[src/rtl/quantum_scheduler.sv]
// Preemption timer: counts retired instructions against a programmable quantum and
// raises a held preemption request on expiry; also provides a free-running cycle counter.
module quantum_scheduler #(
  parameter int unsigned DATA_WIDTH = 32
) (
  input  logic                  clk,
  input  logic                  rst,
  input  logic                  done_inst,
  input  logic                  enable,
  input  logic                  set_quantum,
  input  logic [DATA_WIDTH-1:0] quantum_in,
  input  logic                  time_clear,
  input  logic                  preempt_ack,
  output logic                  preempt_req,
  output logic [DATA_WIDTH-1:0] quantum_out,
  output logic [DATA_WIDTH-1:0] remaining,
  output logic [DATA_WIDTH-1:0] time_out,
  output logic [1:0]            state_out
);

  typedef enum logic [1:0] {
    StIdle = 2'b00,
    StRun  = 2'b01,
    StPend = 2'b10
  } state_e;

  state_e state_q;

  assign state_out = state_q;

  always_ff @(posedge clk or posedge rst) begin
    if (rst) begin
      state_q     <= StIdle;
      preempt_req <= 1'b0;
      quantum_out <= '0;
      remaining   <= '0;
      time_out    <= '0;
    end else begin
      time_out <= time_clear ? '0 : time_out + DATA_WIDTH'(1);
      if (set_quantum) quantum_out <= quantum_in;

      unique case (state_q)
        StIdle: begin
          // A same-cycle load defers entry so RUN starts from the new quantum.
          if (enable && !set_quantum && (quantum_out != '0)) begin
            state_q   <= StRun;
            remaining <= quantum_out;
          end
        end
        StRun: begin
          if (!enable) begin
            state_q <= StIdle;
          end else if (set_quantum) begin
            if (quantum_in == '0) begin
              state_q   <= StIdle;
              remaining <= '0;
            end else begin
              remaining <= quantum_in;
            end
          end else if (done_inst) begin
            if (remaining == DATA_WIDTH'(1)) begin
              state_q     <= StPend;
              preempt_req <= 1'b1;
              remaining   <= '0;
            end else begin
              remaining <= remaining - DATA_WIDTH'(1);
            end
          end
        end
        StPend: begin
          if (preempt_ack) begin
            state_q     <= StIdle;
            preempt_req <= 1'b0;
          end
        end
        default: begin
          state_q     <= StIdle;
          preempt_req <= 1'b0;
        end
      endcase
    end
  end

endmodule

[config.mk]
export PLATFORM = sky130hd
export DESIGN_NAME = quantum_scheduler
export DESIGN_NICKNAME = d
export VERILOG_FILES = /design/src/rtl/quantum_scheduler.sv
export SDC_FILE = /design/constraint.sdc
export NUM_CORES = 1
export LEC_CHECK = 0
export ABC_AREA = 1
export CORE_UTILIZATION = 45
export DETAILED_ROUTE_END_ITERATION = 10
export HOLD_SLACK_MARGIN = 0.15
export PLACE_DENSITY = 0.84
export SYNTH_ARGS = -nofsm -noshare
export SYNTH_HDL_FRONTEND = slang
export SYNTH_SLANG_ARGS = --single-unit
[constraint.sdc]
create_clock -name clk -period 3 [get_ports clk]
set_clock_uncertainty 0.2 [all_clocks]
set_input_delay 0.3 -clock clk [delete_from_list [all_inputs] [get_ports clk]]
set_output_delay 0.3 -clock clk [all_outputs]
set_load 0.03 [all_outputs]
Yosys cells after proc, flatten, opt, wreduce, memory -nomap -nowiden. Cells that the tools add are included.

Register bits after elaboration: 99. Input port bits: 39. Output and inout port bits: 99. Logic and storage cells: 53.

Add/subtract/negate cells: 2. Equality and inequality tests: 13. Muxes and demuxes: 22. Bitwise logic cells: 1. Reductions and logical operators: 10.

Operator list (number): 32-bit two-way mux (7); 32-bit one-hot mux with 2 select lines (1); 32-bit by 1-bit adder with 32-bit output, second input constant (1); 32-bit by 1-bit == test with 1-bit output, second input constant (1); 32-bit logical NOT (1); 32-bit nonzero test (1); 32-bit by 1-bit subtractor with 32-bit output, second input constant (1); 2-bit two-way mux (7); 2-bit inequality test, second input constant (6); 4-bit inequality test, second input constant (3); 2-bit one-hot mux with 3 select lines (1); 6-bit AND reduction (1); 1-bit two-way mux (5); 5-bit AND reduction (1); 4-bit AND reduction (1); 3-bit inequality test, second input constant (1); 1-bit one-hot mux with 3 select lines (1); 2-bit by 1-bit == test with 1-bit output, second input constant (1); 2-bit == test, second input constant (1); 1-bit logical AND (2); 2-bit logical NOT (1); 2-bit nonzero test (1); 1-bit logical NOT (1); 1-bit inverter (1).

Depth between registers and ports, before layout. Gate-level depths: netlist of run 1.

Depth after elaboration: 6. Gate-level depth with buffers: 12. Gate-level depth less buffers: 12.

Worst setup path after synthesis of run 1. OpenSTA, ideal clock, no wires.

Path kind: flip-flop to flip-flop. Start point: reg remaining[0]. End point: reg remaining[28]. Library setup time: 0.117 ns. Arrival: 1.628 ns. Required time: 2.683 ns. Path slack: 1.055 ns. Stages on the path, launching flop included: 12. Buffers on the path: 0. Clock period less this slack: 1.945 ns. Cell sequence: dfrtp_1 > inv_1 > ha_1 > nand2_1 > nor2_2 > nand2_1 > nor2_1 > nand2_1 > nand3_1 > nand2_1 > nand2_1 > nand2_1.

Longest elaborated chain between the ends: 6. Elaborated cells between the ends (all ways): 7. Those cells by class: 1 x add/sub; 1 x eq/ne; 5 x mux.

Ends and longest elaborated chain: start, declared (line 16) `output logic [DATA_WIDTH-1:0] remaining,`; start signal, assigned (line 47) `remaining <= quantum_out;`; start signal, assigned (line 58) `remaining <= quantum_in;`; start signal, assigned (line 66) `remaining <= remaining - DATA_WIDTH'(1);`; 32-bit by 1-bit subtractor with 32-bit output / 32-bit by 1-bit == test with 1-bit output (equally long branches) (line 66, 61); 32-bit two-way mux (*) (line 61) `if (remaining == DATA_WIDTH'(1)) begin`; 32-bit two-way mux (*) (line 60) `end else if (done_inst) begin`; 32-bit two-way mux (*) (line 53) `end else if (set_quantum) begin`; 32-bit two-way mux (*) (line 51) `if (!enable) begin`; 32-bit one-hot mux with 2 select lines (*) (line 42) `unique case (state_q)`.

Every way passes the cells marked *; elsewhere a longest branch is shown, timed or not. The select of a mux whose other input is x is not followed. A chain may end at the register's enable or synchronous reset.

Worst setup path after layout of run 1.
Start point: reg quantum_out[21]. End point: reg remaining[30].

Longest elaborated chain between the ends: 4.

Ends and longest elaborated chain: start, declared (line 15) `output logic [DATA_WIDTH-1:0] quantum_out,`; start signal, assigned (line 40) `if (set_quantum) quantum_out <= quantum_in;`; 32-bit nonzero test (line 45) `if (enable && !set_quantum && (quantum_out != '0)) begin`; 1-bit logical AND (line 45); 2-bit inequality test (no source line); 4-bit AND reduction (no source line).

Every way passes these cells.

==> summary.txt, run 1 <==
Power
  – Power per cell area: 768.1 mW/mm²
  – Leak Pwr: 3.777 nW
  – Worst VDD drop: 0.5355 mV
  – Pwr Total: 6.355 mW

Global route
  – Largest net degree at the start of global routing: 92
  – Global Route Usage Sum: 0.2730
  – First-pass GRT wire length: 31210 µm
  – Vias in the first global route: 6080
  – Initial antenna violation count: 0
  – Congestion Overflow GR: 0

Critical path
  – Setup crit end kind: flop
  – Setup CP Type: reg -> reg
  – Slowest CP cell: inv_2
  – Max stage delay on crit path: 0.47 ns
  – Crit-path cells: inv_2 -> nand2_1 -> nor2_1 -> nand2_1 -> nor2_1 -> nand2_1 -> nand3_1 -> nand2_1 -> inv_2 -> nand2_1 -> nand2_1
  – Critical Path Source Type: flop
  – Crit-path max FO: 32
  – Critical path's most frequent cell: nand2_1
  – Buf/Inv on CP: 2
  – Crit path DAT: 2.51 ns
  – CP delay by family, top: simple AND/OR/NAND/NOR gates
  – Critical Path RT: 3.09 ns

Synthesis
  – Share of synthesized registers carrying an async set or reset: 1.000
  – Seq/Total Area, Yosys: 0.3863
  – Yosys warns: 0
  – Netlist cell types: 34
  – Cells after Synth: 960
  – Most used DFF post-synth: dfrtp_1
  – Post-Syn Area per Cell: 6.680 µm²
  – Net count after synthesis: 1002
  – EDFF count, synth: 0
  – Post-Syn Area: 0.006412 mm²
  – #FFs+latches synth: 99

CTS
  – Clk Latency, worst-skew pair: 0.36 ns
  – CTS tree: yes
  – Worst-path clk slew: 0.07 ns
  – Total clock sinks: 99
  – Clk buf depth: 2
  – CTS root buffer: clkbuf_16
  – H-tree depth: 3
  – CTS Buf Count: 9

Floorplanning
  – Die width: 121.4 µm
  – Core outline area: 0.01388 mm²
  – # IOs: 138
  – Initial Util: 0.4620
  – Rows: 43
  – Die Outline Area: 0.01473 mm²
  – Die height: 121.4 µm

Routing
  – Vias: 6708
  – DR WL/cell: 15.20 µm
  – Detailed Route WL: 19350 µm
  – 1st-iter DRT viols: 612
  – Initial DRT Pass Iterations: 6
  – Via-per-instance ratio: 5.269
  – Post-route ant nets: 0
  – Residual DRC count: 0

Timing
  – Slew Viols, Final: 0
  – Hold Vio Cnt, Final: 0
  – Relative slew margins: 0.4094
  – Setup_tns: 0 ns
  – Slew at the pin closest to its max-slew limit: 0.8859 ns
  – Fin crit share: 0.8036
  – Hold Slack: 0.2381 ns
  – Min Tclk post-route: 2.411 ns
  – Max frequency: 414.8 MHz
  – RSZ-0062 raised after global routing: no
  – # setup viols final: 0

Flow run
  – Max_cap viols: 0

Cells and area
  – Synth-to-Final Area Change: 29.03%
  – Fillcell total: 1283
  – Antenna fix cells: 0
  – Ratio of cells with drive above 1 in the final layout: 0.07411
  – Layout Utilization: 0.5961
  – Nets: 1130

Place
  – I/O Buffers: 137
  – RD Place Congestion: 0.9359
  – Post-DP HPWL: 14340 µm

Status
  – Outcome: completed

Worst hold path
  – HP Class: in -> async
==> through the flow <==
step	worst slack (ns)	std cells	area, µm²
2_1_floorplan	1.055	960	6416
3_3_place_gp	0.6869	1256	7946
3_5_place_dp	0.6262	1256	7946
4_1_cts	0.6232	1273	8274
5_1_grt	0.3697	1273	8274
6_report	0.5893	1273	8274
==> layout make-up <==
cell class,instances,area (µm²),area share
Multi-Input combinational cell,742,3455,0.4175
Tap cell,180,225.2,0.02722
Inverter,91,345.3,0.04174
Timing Repair Buffer,145,1454,0.1757
Clock buffer,10,229.0,0.02767
Clock inverter,6,88.84,0.01074
Sequential cell,99,2477,0.2994
==> cell usage after synthesis (3+ instances only) <==
library cell / number / share of area
o21bai_1: 5 / 0.0059
nor2_2: 11 / 0.011
a21oi_1: 49 / 0.038
xnor2_1: 7 / 0.0096
dfrtp_1: 99 / 0.39
ha_1: 3 / 0.0059
inv_2: 9 / 0.0053
xor2_1: 21 / 0.029
nand3_1: 50 / 0.039
a31oi_1: 4 / 0.0039
nand2_2: 24 / 0.023
nand4_1: 22 / 0.021
nor3_1: 15 / 0.012
nand2_1: 321 / 0.19
clkbuf_1: 15 / 0.0088
nor2_8: 3 / 0.0094
buf_2: 8 / 0.0062
o21ai_1: 3 / 0.0023
o21ai_0: 41 / 0.032
inv_1: 82 / 0.048
nor2_4: 3 / 0.0053
nor2_1: 148 / 0.087
==> worst reg2reg max path, delay by kind of cell, from the launching register on <==
| kind | cells | cell delay [ns] |
|---|---|---|
| and+or+nand+nor | 9 | 1.21 |
| buffers and inverters | 2 | 0.56 |
| DFF | 1 | 0.39 |
==> metal layers <==
layer  part of all wire  track usage  vias up  wire [µm]
met1               0.46       0.4035     3121       8903
met3              0.075      0.03994       18       1446
met4              0.013      0.08179        0        252
met5                  0            0        -          0
met2               0.45       0.4094      280       8744
li1                   -            -     3289          -
==> kinds of logic (layout without fill, tap and decap cells) <==
family	count (synthesis)	count (layout)	share of synthesized area
simple gates	606	606	0.4084
buf+inv	119	252	0.07532
compound gates	105	105	0.08586
flops	99	99	0.3863
xor+xnor	28	28	0.03824
fa+ha+maj	3	3	0.005854
==> layout by cell type, fill, tap and decap left out, types with 5 or more instances in the layout <==
| cell | count |
|---|---|
| buf_4 | 5 |
| o21bai_1 | 5 |
| o21ai_0 | 41 |
| nand2_2 | 25 |
| nor2_2 | 11 |
| nor2_1 | 148 |
| nand3_1 | 50 |
| dfrtp_1 | 99 |
| xnor2_1 | 7 |
| clkbuf_16 | 9 |
| inv_1 | 81 |
| nor3_1 | 15 |
| nand2_1 | 320 |
| clkdlybuf4s50_1 | 136 |
| a21oi_1 | 49 |
| inv_2 | 9 |
| xor2_1 | 21 |
| nand4_1 | 22 |
==> worst paths after layout <==
check,depth (start not counted),slack [ns],start,end
max,11,0.59,quantum_out[21],remaining[30]
min,2,0.24,rst,time_out[0]
max reg2reg,11,0.59,quantum_out[21],remaining[30]
min reg2reg,1,0.30,time_out[0],time_out[0]
max in group asynchronous,3,1.72,rst,remaining[19]
min in group clk,1,0.30,time_out[0],time_out[0]
==> registers in the layout, indices dropped and copies added (netlist names) <==
name         flops
preempt_req      1
quantum_out     32
remaining       32
state_out        2
time_out        32
==> timing repair <==
action / 4_1_cts / 5_1_grt
hold endpoints to repair: 7 / 0
setup buffers: 0 / 0
hold buffers: 1 / 0
gates resized for setup: 0 / 0
==> where the power goes <==
group	switching, mW	internal [mW]
registers	0.445	1.59
logic	1.95	1.09
clock network	0.544	0.733
total	2.94	3.42
Note: power is estimated with default switching activity, not from simulation.
==> run 2: changes to the inputs <==
==> constraint.sdc (replaced) <==
create_clock -name clk -period 2.2 [get_ports clk]
set_clock_uncertainty 0.2 [all_clocks]
set_input_delay 0.22 -clock clk [delete_from_list [all_inputs] [get_ports clk]]
set_output_delay 0.22 -clock clk [all_outputs]
set_load 0.03 [all_outputs]
==> run 2 against run 1 <==
Sequential share of layout area is 0.16 points lower. Critical path type is now reg -> out. Cell area grew 0.59%. Via count is 0.52% higher. Largest power group unchanged. Highest routed layer unchanged. Total power rose by 35%.
==> summary.txt, run 2 (synthesis results as in run 1) <==
Floorplanning
  – Core outline area: 0.01388 mm² (unchanged)
  – Initial Util: 0.4620 (unchanged)
  – Die Outline Area: 0.01473 mm² (unchanged)
  – Die height: 121.4 µm (unchanged)
  – Rows: 43 (unchanged)
  – Die width: 121.4 µm (unchanged)
  – # IOs: 138 (unchanged)

CTS
  – Clk buf depth: 2 (unchanged)
  – H-tree depth: 3 (unchanged)
  – Post-CTS setup buffers: 0 (unchanged)
  – CTS root buffer: clkbuf_16
  – CTS Buf Count: 9 (unchanged)
  – Clk Latency, worst-skew pair: 0.36 ns (about the same)
  – Worst-path clk slew: 0.07 ns (about the same)
  – Total clock sinks: 99 (unchanged)
  – CTS tree: yes

Global route
  – First-pass GRT wire length: 31630 µm (+1.3%)
  – Global Route Usage Sum: 0.2766 (+0.003594)
  – Congestion Overflow GR: 0 (unchanged)
  – Largest net degree at the start of global routing: 100 (+8.7%)
  – Initial antenna violation count: 0 (unchanged)
  – Vias in the first global route: 6160 (+1.3%)

Power
  – Leak Pwr: 3.806 nW (+0.77%)
  – Switching power total: 4.025 mW (+37%)
  – Reg power frac: 0.322 (+0.002)
  – Sw frac: 0.4687 (+0.006463)
  – Clk network pwr share: 0.173 (-0.028)
  – Comb pwr share: 0.504 (+0.025)
  – Design internal power: 4.562 mW (+33%)
  – Worst VDD drop: 0.6468 mV (+21%)
  – Pwr Total: 8.587 mW (+35%)
  – Power per cell area: 1032 mW/mm² (+34%)

Critical path
  – Crit path DAT: 1.65 ns (-0.86 ns)
  – Slowest CP cell: clkdlybuf4s50_1
  – Crit-path cells: clkdlybuf4s50_1
  – R2R setup slack: 0.14 ns (-0.45 ns)
  – R2R Path End: remaining[28]
  – Crit-path max FO: 6 (-81%)
  – Setup CP Type: reg -> out
  – Buf/Inv on CP: 1 (-1)
  – R2R Path Start: remaining[0]
  – CP delay by family, top: buffers and inverters
  – Critical Path RT: 1.78 ns (-1.31 ns)
  – Critical Path Source Type: flop
  – Depth of the worst register-to-register path: 11 (unchanged)
  – Setup crit end kind: output pin
  – Max stage delay on crit path: 0.74 ns (+0.27 ns)
  – WP depth: 1 (-10)

Timing
  – Slew at the pin closest to its max-slew limit: 0.6160 ns (-0.2700 ns)
  – # setup viols final: 0 (unchanged)
  – Slew Viols, Final: 0 (unchanged)
  – Fin crit share: 0.9429
  – Min Tclk post-route: 2.074 ns
  – Relative slew margins: 0.5893 (+0.1800)
  – RSZ-0062 raised after global routing: no
  – Max frequency: 482.1 MHz
  – Hold Vio Cnt, Final: 0 (unchanged)
  – Setup_tns: 0 ns (unchanged)

Place
  – I/O Buffers: 137 (unchanged)
  – Post-DP HPWL: 14470 µm (+0.90%)
  – RD Place Congestion: 0.9730 (+4.0%)
  – Placed cells: 1265 (+0.72%)

Cells and area
  – Registers with the most flip-flops: quantum_out x32, remaining x32, time_out x32
  – Nets: 1140 (+0.88%)
  – Antenna fix cells: 0 (unchanged)
  – Ratio of cells with drive above 1 in the final layout: 0.08538 (+0.01127)
  – Highest-count cells in the layout ignoring fill and taps: nand2_1 (320), nor2_1 (146), clkdlybuf4s50_1 (136), dfrtp_1 (98), inv_1 (81)
  – Most common cell after layout, fill and taps aside: nand2_1
  – Synth-to-Final Area Change: 29.80%
  – Non-filler cells, final: 1281 (+0.63%)

Flow run
  – Max_cap viols: 0 (unchanged)

Routing
  – 1st-iter DRT viols: 681 (+11%)
  – Via-per-instance ratio: 5.264 (-0.11%)
  – Detailed Route WL: 19650 µm (+1.6%)
  – Initial DRT Pass Iterations: 5 (-1)
  – DR WL/cell: 15.34 µm (+0.92%)
  – Vias: 6743 (+0.52%)
  – Residual DRC count: 0 (unchanged)
  – Post-route ant nets: 0 (unchanged)

Worst hold path
  – HP Class: in -> async

Status
  – Outcome: completed
run 2: cell count changes in the layout (fill, tap and decap cells not counted), moves of 2 or more:
cell | before | now
buf_4 | 5 | 14
bufinv_16 | 2 | 0
clkbuf_8 | 0 | 2
nor2_1 | 148 | 146
nor2_4 | 3 | 5
run 2: layout make-up:
cell class                      instances  area [µm²]
Multi-Input combinational cell        743        3483
Timing Repair Buffer                  154        1521
Fill cell                            1287        5558
Inverter                               91       345.3
Tap cell                              180       225.2
Sequential cell                        99        2479
Clock inverter                          2       12.51
Clock buffer                           12       256.5
run 2: metal layers:
layer | global-route usage | routed length, µm
met3 | 0.05827 | 1660
met5 | 0 | 0
met4 | 0.09259 | 478
met1 | 0.3943 | 8837
met2 | 0.4137 | 8670
run 2: how the worst max path moves through the flow:
stage / from / to / slack [ns]
3_5_place_dp: remaining[1] / remaining[31] / 0.09
3_3_place_gp: remaining[0] / remaining[30] / 0.12
4_1_cts: remaining[1] / remaining[31] / 0.06
5_1_grt: remaining[0] / remaining[28] / 0.008
2_1_floorplan: remaining[0] / remaining[28] / 0.25
6_report: remaining[16] / remaining[16] / 0.13
run 2: repair_timing:
| action | in CTS | in global routing |
|---|---|---|
| setup endpoints to repair | 0 | 10 |
| hold buffers | 1 | 0 |
| endpoints found under the hold margin | 7 | 0 |
| resized for setup | 0 | 6 |
run 2: metrics by stage:
stage                     instance area, µm²    util  hold WS [ns]  setup slack, ns
final                                   8323  0.5996        0.1475           0.1255
after CTS                               8293  0.5974        0.2034          0.06208
after global routing                    8323  0.5996        0.2366         0.007647
after floorplan                         6416       -       0.09347           0.2549
after detailed placement                8014  0.5773        0.2994          0.09386
after global placement                  8014  0.5773        0.2856           0.1246
run 2: power groups by stage:
| stage | clock network (mW) | logic, mW | registers, mW |
|---|---|---|---|
| 4_1_cts | 1.50 | 4.27 | 2.74 |
| 2_1_floorplan | 0 | 2.13 | 3.32 |
| 3_3_place_gp | 0 | 4.19 | 2.75 |
| 3_5_place_dp | 0 | 4.24 | 2.76 |
| 5_1_grt | 1.58 | 4.76 | 2.81 |
| 6_report | 1.49 | 4.33 | 2.77 |
==> variant 1: new RTL, config.mk and constraints of run 2 <==
Make the reset (`rst`) synchronous in one clocked block.
--- a/src/rtl/quantum_scheduler.sv
+++ b/src/rtl/quantum_scheduler.sv
@@ -29,5 +29,5 @@
   assign state_out = state_q;
 
-  always_ff @(posedge clk or posedge rst) begin
+  always_ff @(posedge clk) begin
     if (rst) begin
       state_q     <= StIdle;
Check against the original RTL: differs if rst is asserted again (counterexample within 4 cycles, from zero or initial values and one cycle with rst high); with rst held inactive, the same outputs for 4 cycles.
==> variant 1 against run 2 <==
Cell count decreased by 1.4%; utilization increased by 2.9 points; fmax decreased by 1.6%; sequential cell count unchanged; highest routed layer unchanged; setup slack got worse by 0.034 ns; design area decreased by 4.8%; synthesized cell count decreased by 2.9%; synthesized area decreased by 8.9%; wire length decreased by 2.3%.
Power is not compared: it rests on default switching activity, and its combinational part moved more than twofold at a synthesized area within 25%.
==> variant 1: results (changes against run 2) <==
Worst path slowest cell=dfxtp_1 (was clkdlybuf4s50_1); Initial DRC Count=588 (was 681); Synth Warn #=0 (unchanged); Setup WS pre-CTS=0.0850 ns (was 0.0939 ns); top post-synthesis cells by area=dfxtp_1, nand2_1, nor2_1, a21oi_1, inv_1 (was dfrtp_1, nand2_1, nor2_1, inv_1, nand3_1); FILL cells=1148 (was 1287); cells after synthesis=932 (was 960); Post-DP HPWL=14.1 mm (was 14.5 mm); routed wire length=19.2 mm (was 19.6 mm); Final WS setup=0.0916 ns (was 0.126 ns); GPL Wtd Cong=0.948 (was 0.973); Primary FF master, synth=dfxtp_1 (was dfrtp_1); critical path peak fanout=26 (was 6); maximum VDD drop=0.423 mV; Commonest cells post-synth=nand2_1, nor2_1, a21oi_1, dfxtp_1, inv_1 (was nand2_1, nor2_1, dfrtp_1, inv_1, nand3_1); Critical Path AT=2.12 ns (was 1.65 ns); NumNets Final=1129 (was 1140); post-synthesis sequential area ratio=33.9% (was 38.6%); worst hold path type=input pin to flop (was input pin to asynchronous set/reset pin); antenna violations before repair=0 (unchanged); vias in the first global route=6154 (was 6160); Inst Count DP=1244 (was 1265); Rel. slew slack=58.2% (was 58.9%); Regs by FF count=quantum_out (32), remaining (32), time_out (32) (unchanged); largest net degree at the start of global routing=50 (was 100); all-layer global routing usage=29.0% (was 27.7%); clk root buf=clkbuf_16 (unchanged); Largest stage delay, worst path=0.34 ns (was 0.74 ns); status=complete, no violations (unchanged); Cell variety after synth=43 (was 34); syn nets=974 (was 1002); DRT Pass-1 Iters=6 (was 5); H-Tree Depth=3 (unchanged); non-filler cells, final=1263 (was 1281); global-route wire length before repair=30.0 mm (was 31.6 mm); Longest Clk Path Bufs=2 (unchanged); share of cells above drive strength 1=10.5% (was 8.54%); dpl cell area=7550 um2 (was 8010 um2); Hold WS=0.160 ns (was 0.148 ns); drt via density=5.36 (was 5.26); Async SR Flop Fraction=0% (was 100%)
## variant 1: final cells by class
class / count / area [um2] / share of cell area (%)
Sequential cell: 99 / 1980 / 25.0
Inverter: 65 / 244 / 3.08
Clock inverter: 6 / 51.3 / 0.647
Clock buffer: 9 / 225 / 2.84
Tap cell: 172 / 215 / 2.71
Multi-Input combinational cell: 737 / 3510 / 44.3
Timing Repair Buffer: 175 / 1700 / 21.4
## variant 1: worst max-delay path: cells and delay by family, from the launching register on
| kind | cells | cell delay, ns |
|---|---|---|
| compound gates | 2 | 0.29 |
| buf+inv | 1 | 0.18 |
| flops | 1 | 0.34 |
| simple gates | 8 | 0.94 |
## variant 1: cell families (layout without fill, tap and decap cells)
family,after synthesis,in the layout,share of synthesized area [%]
simple gates,553,553,40.2
compound gates,163,163,15.5
buf+inv,96,255,6.96
xor+xnor,18,18,2.70
flops,99,99,33.9
fa+ha+maj,3,3,0.643
## variant 1: layer usage
| layer | vias to the layer above | global-route usage, % | wire, um |
|---|---|---|---|
| met5 | - | 0 | 0 |
| met4 | 0 | 13.0 | 604 |
| met3 | 45 | 5.23 | 1500 |
| met2 | 302 | 48.9 | 9040 |
| met1 | 3108 | 36.1 | 8040 |
| li1 | 3316 | - | - |
## variant 1: where the power goes
| part | switching [mW] | internal (mW) |
|---|---|---|
| combinational | 1.18 | 0.703 |
| clock | 0.735 | 0.775 |
| sequential | 0.119 | 1.89 |
| total | 2.03 | 3.37 |
## variant 1: path summary, 6_finish.rpt
check / cells after the start / from / end
hold / removal: 4 / set_quantum / quantum_out[11]
setup / recovery: 11 / quantum_out[27] / remaining[30]
hold reg to reg: 2 / time_out[31] / time_out[31]
setup reg to reg: 11 / quantum_out[27] / remaining[30]
==> variant 2: new RTL, settings of run 2 <==
Made on the original files. The parameter `DATA_WIDTH` goes from 32 to 40.
--- a/src/rtl/quantum_scheduler.sv
+++ b/src/rtl/quantum_scheduler.sv
@@ -2,5 +2,5 @@
 // raises a held preemption request on expiry; also provides a free-running cycle counter.
 module quantum_scheduler #(
-  parameter int unsigned DATA_WIDTH = 32
+  parameter int unsigned DATA_WIDTH = 40
 ) (
   input  logic                  clk,
Interface: changed (resized quantum_in, quantum_out, remaining and time_out); port bits go from 138 to 170. The function was not compared with the original's and may differ.
==> variant 2 against run 2 <==
Setup slack worse by 0.048 ns; sequential cell count is 24 higher; utilization is 3.3 points higher; synthesized area is 26% higher; global-route usage is 3.5 points higher; hold slack better by 0.065 ns; power is 42% higher; design area is 32% higher; wire length is 42% higher; count of clock-buffer cells in the layout is 8 higher; critical endpoint is now remaining[25]; largest cell class unchanged.
==> variant 2: results (changes against run 2) <==
status=complete, no violations (unchanged); Rel. slew slack=61.3% (was 58.9%); H-Tree Depth=4 (was 3); post-synthesis sequential area ratio=38.0% (was 38.6%); multi-input logic area=4500 um2 (was 3480 um2); share of cells above drive strength 1=11.0% (was 8.54%); antenna cell count=2 (was 0); clock buf count=20 (was 12); IO Port Bufs=169 (was 137); RR Startpoint=remaining[1] (was remaining[0]); GPL Wtd Cong=0.964 (was 0.973); NumNets Final=1466 (was 1140); ClkCell Share=5.61% (was 3.23%); Non-clk invs=96 (was 91); DRT Pass-1 Iters=6 (was 5); dpl cell area=10300 um2 (was 8010 um2); maximum VDD drop=0.881 mV (was 0.647 mV); Post-Synth Adder-Cell Area=0.463% (was 0.585%); met3 WL post-DR=2.00 mm (was 1.66 mm); critical path peak fanout=3 (was 6); xor/xnor share of the synthesized area=4.54% (was 3.82%); GRT met1 Usage=40.1% (was 39.4%); Hold WS=0.212 ns (was 0.148 ns); top post-synthesis cells by area=dfrtp_1, nand2_1, nor2_1, nand3_1, inv_1 (was dfrtp_1, nand2_1, nor2_1, inv_1, nand3_1); worst hold path type=input pin to flop (was input pin to asynchronous set/reset pin); Regs by FF count=quantum_out (40), remaining (40), time_out (40) (was quantum_out (32), remaining (32), time_out (32)); Num CTS Buffers=17 (was 9); Avg WL per Cell=16.8 um (was 15.3 um); # clock sinks=123 (was 99); Clock Latency Late Sink=0.43 ns (was 0.36 ns); Largest stage delay, worst path=0.67 ns (was 0.74 ns); met2 Use GR=50.3% (was 41.4%); Plain + repair buffers=221 (was 154); global-route wire length before repair=43.7 mm (was 31.6 mm); R2R Path End=remaining[30] (was remaining[28]); met3 Use GR=5.85% (was 5.83%); vias in the first global route=8283 (was 6160); syn nets=1262 (was 1002); reg2reg path depth=10 (was 11); worst setup path startpoint=remaining[25] (was remaining[16]); fraction of area in registers=27.9% (was 29.8%); CP endpoint=remaining[25] (was remaining[16]); drt via density=5.32 (was 5.26); Final WS setup=0.0770 ns (was 0.126 ns); WL met2=13.0 mm (was 8.67 mm); Initial DRC Count=824 (was 681); Setup WS pre-CTS=-0.0278 ns (was 0.0939 ns)
==> variant 2: power groups by stage <==
| stage | Combinational [mW] | Sequential [mW] | Clock [mW] |
|---|---|---|---|
| floorplan | 2.66 | 4.07 | 0 |
| global placement | 5.76 | 3.27 | 0 |
| detailed placement | 5.77 | 3.28 | 0 |
| CTS | 5.85 | 3.27 | 3.00 |
| global route | 6.45 | 3.34 | 3.10 |
| finish | 5.92 | 3.29 | 2.97 |
==> variant 2: what timing repair did <==
item / CTS / global route
hold buffers: 2 / 0
gates resized for setup: 1 / 11
endpoints found under the setup margin: 3 / 28
pin swaps: 0 / 2
buffers inserted: 0 / 2
endpoints found under the hold margin: 87 / 0
==> variant 2: worst reg2reg max path: cells and delay by family, from the launching register on <==
family,cells,cell delay [ns]
DFF,1,0.44
adders and majority gates,1,0.23
and+or+nand+nor,6,0.73
AOI/OAI and AO/OA,2,0.29
buffers and inverters,1,0.11
